File: src/rtl/escalonador_regras_fou_pkg.sv
`default_nettype none
// +--------------------------------------------------------------------------+
// | escalonador_regras_fou_pkg                                               |
// | State encodings and rule-grid constants for the rule scheduler.          |
// | Revision: 1.0                                                            |
// +--------------------------------------------------------------------------+
package escalonador_regras_fou_pkg;

   localparam int N_MF     = 3;
   localparam int N_REGRAS = N_MF * N_MF;
   localparam int W_REGRA  = 4;

   localparam logic [2:0] OCIOSO = 3'b000;
   localparam logic [2:0] LIMPA  = 3'b001;
   localparam logic [2:0] EMITE  = 3'b010;
   localparam logic [2:0] FIM    = 3'b011;

endpackage
`default_nettype wire

File: src/rtl/escalonador_regras_fou_prox_regra_ativa.sv
`default_nettype none
// +--------------------------------------------------------------------------+
// | prox_regra_ativa                                                         |
// | Finds the lowest active rule index at (or strictly after) a start index. |
// | Revision: 1.0                                                            |
// +--------------------------------------------------------------------------+
module prox_regra_ativa
   import escalonador_regras_fou_pkg::*;
#(
   parameter int N_R = N_REGRAS
) (
   input  logic [N_R-1:0]     mascara,
   input  logic [W_REGRA-1:0] inicio,
   input  logic               incl_inicio,
   output logic [W_REGRA-1:0] prox,
   output logic               achou
);

   // Descending scan so the last hit written is the lowest qualifying index.
   always_comb begin
      prox  = '0;
      achou = 1'b0;
      for (int k = N_R - 1; k >= 0; k--) begin
         if (mascara[k] &&
             ((W_REGRA'(k) > inicio) || (incl_inicio && (W_REGRA'(k) == inicio)))) begin
            prox  = W_REGRA'(k);
            achou = 1'b1;
         end
      end
   end

endmodule
`default_nettype wire

File: src/rtl/escalonador_regras_fou.sv
`default_nettype none
// +--------------------------------------------------------------------------+
// | escalonador_regras_fou                                                   |
// | Walks the active cells of the IT2 rule grid, one index per LAT_INF beats.|
// | Revision: 1.0                                                            |
// +--------------------------------------------------------------------------+
module escalonador_regras_fou #(
   parameter int N_MF    = 3,
   parameter int LAT_INF = 2
) (
   input  logic                                            clk,
   input  logic                                            rst,
   input  logic                                            EN_REGRAS,
   input  logic [2*N_MF-1:0]                               FOU_ativo,
   output logic [escalonador_regras_fou_pkg::W_REGRA-1:0]  Sequencia_regras,
   output logic                                            regra_valida,
   output logic                                            Reset_Inf,
   output logic                                            en_inf,
   output logic                                            fim,
   output logic                                            ocupado,
   output logic [2:0]                                      estado
);
   import escalonador_regras_fou_pkg::*;

   localparam int                 c_N_R   = N_MF * N_MF;
   localparam int                 c_W_CNT = $clog2(LAT_INF + 1);
   localparam logic [c_W_CNT-1:0] c_LAT   = c_W_CNT'(LAT_INF);
   localparam logic [c_W_CNT-1:0] c_UM    = c_W_CNT'(1);

   logic [2:0]         r_state, w_next;
   logic [2*N_MF-1:0]  r_fou;
   logic [c_W_CNT-1:0] r_cnt, w_cnt;
   logic [W_REGRA-1:0] r_seq, w_seq, w_inicio, w_prox;
   logic [c_N_R-1:0]   w_mascara;
   logic               r_valida, r_reset_inf, r_en_inf, r_fim, r_ocupado;
   logic               w_valida, w_reset_inf, w_en_inf, w_fim;
   logic               w_incl, w_achou, w_ultimo;

   for (genvar gi = 0; gi < N_MF; gi++) begin : g_in1
      for (genvar gj = 0; gj < N_MF; gj++) begin : g_in2
         assign w_mascara[gi*N_MF+gj] = r_fou[gi] & r_fou[N_MF+gj];
      end
   end

   // LIMPA searches from index 0 inclusive; EMITE searches past the held index.
   assign w_incl   = (r_state == LIMPA);
   assign w_inicio = w_incl ? '0 : r_seq;
   assign w_ultimo = (r_cnt == c_LAT);

   prox_regra_ativa #(
      .N_R         (c_N_R)
   ) u_prox (
      .mascara     (w_mascara),
      .inicio      (w_inicio),
      .incl_inicio (w_incl),
      .prox        (w_prox),
      .achou       (w_achou)
   );

   always_ff @(posedge clk or negedge rst) begin
      if (!rst) begin
         r_state     <= OCIOSO;
         r_fou       <= '0;
         r_cnt       <= '0;
         r_seq       <= '0;
         r_valida    <= 1'b0;
         r_reset_inf <= 1'b0;
         r_en_inf    <= 1'b0;
         r_fim       <= 1'b0;
         r_ocupado   <= 1'b0;
      end else begin
         r_state     <= w_next;
         r_cnt       <= w_cnt;
         r_seq       <= w_seq;
         r_valida    <= w_valida;
         r_reset_inf <= w_reset_inf;
         r_en_inf    <= w_en_inf;
         r_fim       <= w_fim;
         r_ocupado   <= (w_next != OCIOSO);
         if ((r_state == OCIOSO) && EN_REGRAS) begin
            r_fou <= FOU_ativo;
         end
      end
   end

   always_comb begin
      w_next = r_state;
      case (r_state)
         OCIOSO:  if (EN_REGRAS) w_next = LIMPA;
         LIMPA:   w_next = w_achou ? EMITE : FIM;
         EMITE:   if (w_ultimo) w_next = w_achou ? EMITE : FIM;
         FIM:     w_next = OCIOSO;
         default: w_next = OCIOSO;
      endcase
   end

   // Values presented on the outputs after the coming edge.
   always_comb begin
      w_seq       = r_seq;
      w_cnt       = r_cnt;
      w_valida    = 1'b0;
      w_en_inf    = 1'b0;
      w_reset_inf = (w_next == LIMPA);
      w_fim       = (w_next == FIM);
      if (w_next == EMITE) begin
         w_valida = 1'b1;
         if ((r_state == EMITE) && !w_ultimo) begin
            w_cnt = r_cnt + c_UM;
         end else begin
            w_cnt = c_UM;
            w_seq = w_prox;
         end
         w_en_inf = (w_cnt == c_LAT);
      end
   end

   assign Sequencia_regras = r_seq;
   assign regra_valida     = r_valida;
   assign Reset_Inf        = r_reset_inf;
   assign en_inf           = r_en_inf;
   assign fim              = r_fim;
   assign ocupado          = r_ocupado;
   assign estado           = r_state;

endmodule
`default_nettype wire

File: config.mk
export PLATFORM = sky130hd
export DESIGN_NAME = escalonador_regras_fou
export DESIGN_NICKNAME = d
export VERILOG_FILES = /design/src/rtl/escalonador_regras_fou_pkg.sv /design/src/rtl/escalonador_regras_fou_prox_regra_ativa.sv /design/src/rtl/escalonador_regras_fou.sv
export SDC_FILE = /design/constraint.sdc
export NUM_CORES = 1
export LEC_CHECK = 0
export ABC_AREA = 1
export CORE_UTILIZATION = 45
export CTS_CLUSTER_SIZE = 25
export DETAILED_ROUTE_END_ITERATION = 8
export PLACE_DENSITY = 0.78
export SLEW_MARGIN = 20
export SYNTH_ARGS = -nofsm -noshare
export SYNTH_HDL_FRONTEND = slang
export SYNTH_SLANG_ARGS = --single-unit
File: constraint.sdc
create_clock -name clk -period 1.38 [get_ports clk]
set_input_delay 0.276 -clock clk [delete_from_list [all_inputs] [get_ports clk]]
set_output_delay 0.276 -clock clk [all_outputs]
set_load 0.02 [all_outputs]
==> impl_metrics.sql <==
INSERT INTO impl_metrics (metric_group, metric, value, unit) VALUES
('run_status', 'status', 'complete, but fails checks', ''),
('run_status', 'failed_checks', 'negative setup slack', ''),
('final_layout', 'layout.filler_cells', '191', ''),
('floorplanning', 'design.core.area', '2212', 'um^2'),
('yosys', 'synth-seq-cells', '20', ''),
('final_layout', 'fraction_of_final_layout_cells_with_drive_strength_greater_than_1', '36.81', '%'),
('floorplanning', 'floorplan.die.width', '50.53', 'um'),
('global_routing', 'first_global_vias', '946', ''),
('setup_path', 'worst_r2r_path_depth', '12', ''),
('clock_tree', 'clk-insertion-delay-late', '0.30', 'ns'),
('routing', 'wirelength', '2599', 'um'),
('setup_path', 'worst_ep_required_time', '1.63', 'ns'),
('sta', 'rsz0062_at_grt', 'true', ''),
('final_layout', 'ff_latch_area', '504.2', 'um^2'),
('yosys', 'synth-seq-area-share', '47.23', '%'),
('yosys', 'summed_instance_area_of_the_synthesized_netlist', '1060', 'um^2'),
('sta', 'setup_viol_count_final', '11', ''),
('pwr', 'power.total', '3.157', 'mW'),
('routing', 'detail_route.first_pass.iterations', '4', ''),
('yosys', 'yosys_warnings', '0', ''),
('floorplanning', 'die-area', '2553', 'um^2'),
('setup_path', 'worst_path_arrival', '1.88', 'ns'),
('final_layout', 'post_layout_nets', '194', ''),
('setup_path', 'critPathCaptureType', 'flop', ''),
('setup_path', 'worstSetupPathType', 'reg -> reg', ''),
('clock_tree', 'postCtsHoldBufs', '0', ''),
('place', 'placed_area', '1473', 'um^2'),
('sta', 'max_freq', '612.2', 'MHz'),
('place', 'routabilityCongestion', '0.8611', ''),
('sta', 'final_hold_viol_count', '0', ''),
('place', 'numPortBuffers', '20', ''),
('routing', 'post_drt_wl_per_cell', '12.38', 'um'),
('global_routing', 'grt_antenna_before_repair', '0', ''),
('clock_tree', 'clock-sinks', '20', ''),
('place', 'dp_hpwl', '1913', 'um'),
('setup_path', 'slowest_stage_delay_cp', '0.44', 'ns'),
('routing', 'vias_per_cell', '4.824', ''),
('setup_path', 'crit_path_start_kind', 'flop', ''),
('sta', 'fin_crit_sh', '118.4', '%'),
('yosys', 'mappedNetlistNets', '142', ''),
('global_routing', 'global_route.usage.total', '22.05', '%'),
('routing', 'vias', '1013', ''),
('setup_path', 'endpoint_of_the_lowest_slack_register_to_register_path', 'Sequencia_regras[0]$_DFFE_PN0P_', ''),
('setup_path', 'crit_top_cell', 'sky130_fd_sc_hd__nor2_4', ''),
('sta', 'finClkSkew', '0.01299', 'ns'),
('pwr', 'power_per_cell_area', '2010', 'nW/um^2'),
('floorplanning', 'fp.dieH', '50.53', 'um'),
('clock_tree', 'h-tree-depth', '1', ''),
('floorplanning', 'initial_core_util', '47.91', '%'),
('setup_path', 'path_buf_inv', '1', ''),
('routing', 'detail_route.drc_violations', '0', ''),
('global_routing', 'grt_max_degree', '21', ''),
('min_path', 'holdCritPathClass', 'in -> async', ''),
('sta', 'maxSlewViolCount', '0', ''),
('setup_path', 'rrSetupSlack', '-0.25', 'ns'),
('pwr', 'power.static_leakage', '0.8685', 'nW'),
('final_layout', 'finish.instance_area', '1570', 'um^2'),
('setup_path', 'crit_path_top_delay_cell', 'sky130_fd_sc_hd__dfrtp_2', ''),
('final_layout', 'area_delta_synth_final', '48.17', '%'),
('sta', 'finalWorstSetupSlack', '-0.2535', 'ns'),
('yosys', 'syn_avg_cell_area', '8.029', 'um^2'),
('routing', 'ant_nets', '0', ''),
('yosys', 'yosys.area.top_type', 'sky130_fd_sc_hd__dfrtp_1', ''),
('floorplanning', 'placement_rows', '17', ''),
('setup_path', 'cp_top_family', 'simple AND/OR/NAND/NOR gates', ''),
('final_layout', 'n_antenna_cell', '0', ''),
('sta', 'hold_slack', '0.3019', 'ns'),
('final_layout', 'multi_input_area', '569.3', 'um^2'),
('yosys', 'synthesis.instances', '132', ''),
('yosys', 'post_synth_num_cell_types', '24', ''),
('routing', 'drt_iter0_drc', '25', '');
-- logic make-up (layout without fill, tap and decap cells) --
group,Yosys count,after routing,synth area share [%]
buffers and inverters,16,66,5.667
AO/OA/AOI/OAI,7,7,4.605
AND/OR/NAND/NOR,87,87,40.97
adder cells (fa/ha/maj),1,1,1.180
other,1,1,0.3539
flip-flops,20,20,47.23
-- report_power, final --
group          switching [mW]  internal (mW)
registers               0.207          0.807
clock network           0.164          0.102
logic                    1.03          0.848
-- repair_timing --
action                                  4_1_cts  5_1_grt
endpoints found under the setup margin       21       20
hold endpoints to repair                      0        0
buffers inserted                              5        0
pin swaps                                     7        7
gates resized for setup                      26       19
-- cells in the mapped netlist --
master / n
sky130_fd_sc_hd__nand4_1: 3
sky130_fd_sc_hd__nand2_2: 2
sky130_fd_sc_hd__nor3b_1: 1
sky130_fd_sc_hd__inv_1: 14
sky130_fd_sc_hd__nand3b_2: 1
sky130_fd_sc_hd__conb_1: 1
sky130_fd_sc_hd__or2_1: 2
sky130_fd_sc_hd__dfrtp_1: 20
sky130_fd_sc_hd__inv_2: 2
sky130_fd_sc_hd__o21ai_4: 1
sky130_fd_sc_hd__nand2_4: 2
sky130_fd_sc_hd__nand2_1: 51
sky130_fd_sc_hd__o21a_1: 1
sky130_fd_sc_hd__o21ai_1: 2
sky130_fd_sc_hd__nand3_4: 1
sky130_fd_sc_hd__o21ai_0: 2
sky130_fd_sc_hd__a21oi_1: 1
sky130_fd_sc_hd__nand3_2: 3
sky130_fd_sc_hd__nand3b_1: 1
sky130_fd_sc_hd__nor2_2: 3
sky130_fd_sc_hd__nor2_1: 6
sky130_fd_sc_hd__nor2_4: 1
sky130_fd_sc_hd__nand3_1: 10
sky130_fd_sc_hd__ha_1: 1
-- cell usage in the layout, fill, tap and decap left out, drive strengths merged --
master / count
conb: 1
nor2: 10
o21ai: 5
or2: 2
inv: 16
dlygate4sd2: 6
ha: 1
a21oi: 1
nand2: 55
nor3b: 1
clkdlybuf4s50: 8
nand4: 3
nand3b: 2
o21a: 1
dfrtp: 20
clkbuf: 3
nand3: 14
clkdlybuf4s15: 1
buf: 32
-- worst register-to-register path, cell delays in order (launching register included) --
cell	delay (ns)
sky130_fd_sc_hd__dfrtp_2	0.44
sky130_fd_sc_hd__nor2_4	0.14
sky130_fd_sc_hd__nand2_4	0.11
sky130_fd_sc_hd__buf_4	0.16
sky130_fd_sc_hd__nand4_1	0.06
sky130_fd_sc_hd__nand2_1	0.08
sky130_fd_sc_hd__nand2_2	0.09
sky130_fd_sc_hd__nor2_4	0.04
sky130_fd_sc_hd__nand2_4	0.06
sky130_fd_sc_hd__nand3_4	0.09
sky130_fd_sc_hd__nor2_4	0.15
sky130_fd_sc_hd__nand3_1	0.09
sky130_fd_sc_hd__nand2_1	0.06
-- registers in the layout (all words and copies together) (netlist names) --
| register | cells |
|---|---|
| Sequencia_regras | 4 |
| r_cnt | 2 |
| r_fou | 6 |
| fim | 1 |
| en_inf | 1 |
| estado | 3 |
| Reset_Inf | 1 |
| regra_valida | 1 |
| ocupado | 1 |
-- worst max path at each step --
stage | from | endpoint | slack [ns] | cells past startpoint
floorplan | estado[1]$_DFF_PN0_ | Sequencia_regras[1]$_DFFE_PN0P_ | -0.21 | 12
global placement | estado[1]$_DFF_PN0_ | Sequencia_regras[0]$_DFFE_PN0P_ | -0.24 | 12
detailed placement | estado[1]$_DFF_PN0_ | Sequencia_regras[0]$_DFFE_PN0P_ | -0.27 | 12
CTS | estado[2]$_DFF_PN0_ | Sequencia_regras[2]$_DFFE_PN0P_ | -0.25 | 11
global route | estado[1]$_DFF_PN0_ | Sequencia_regras[3]$_DFFE_PN0P_ | -0.36 | 11
finish | estado[1]$_DFF_PN0_ | Sequencia_regras[0]$_DFFE_PN0P_ | -0.25 | 12
-- routing by layer --
layer / GRT usage, % / part of all wire (%) / up-vias
met2: 38.22 / 52 / 16
met5: 0 / 0 / -
met1: 29.04 / 45 / 483
li1: - / - / 512
met4: 6.944 / 0.46 / 0
met3: 1.818 / 2.3 / 2
-- cell type report --
cell class | count | area share, %
Clock buffer | 3 | 1.434
Inverter | 16 | 3.984
Multi-Input combinational cell | 96 | 36.25
Sequential cell | 20 | 32.11
Tap cell | 28 | 2.231
Timing Repair Buffer | 47 | 23.98
-- metrics by stage --
step	setup TNS, ns	util, %	instances
2_1_floorplan	-1.164	-	132
3_3_place_gp	-1.322	66.57	202
3_5_place_dp	-1.683	66.57	202
4_1_cts	-1.862	69.12	210
5_1_grt	-2.814	70.98	210
6_report	-1.878	70.98	210
(Power assumes the default switching activity.)
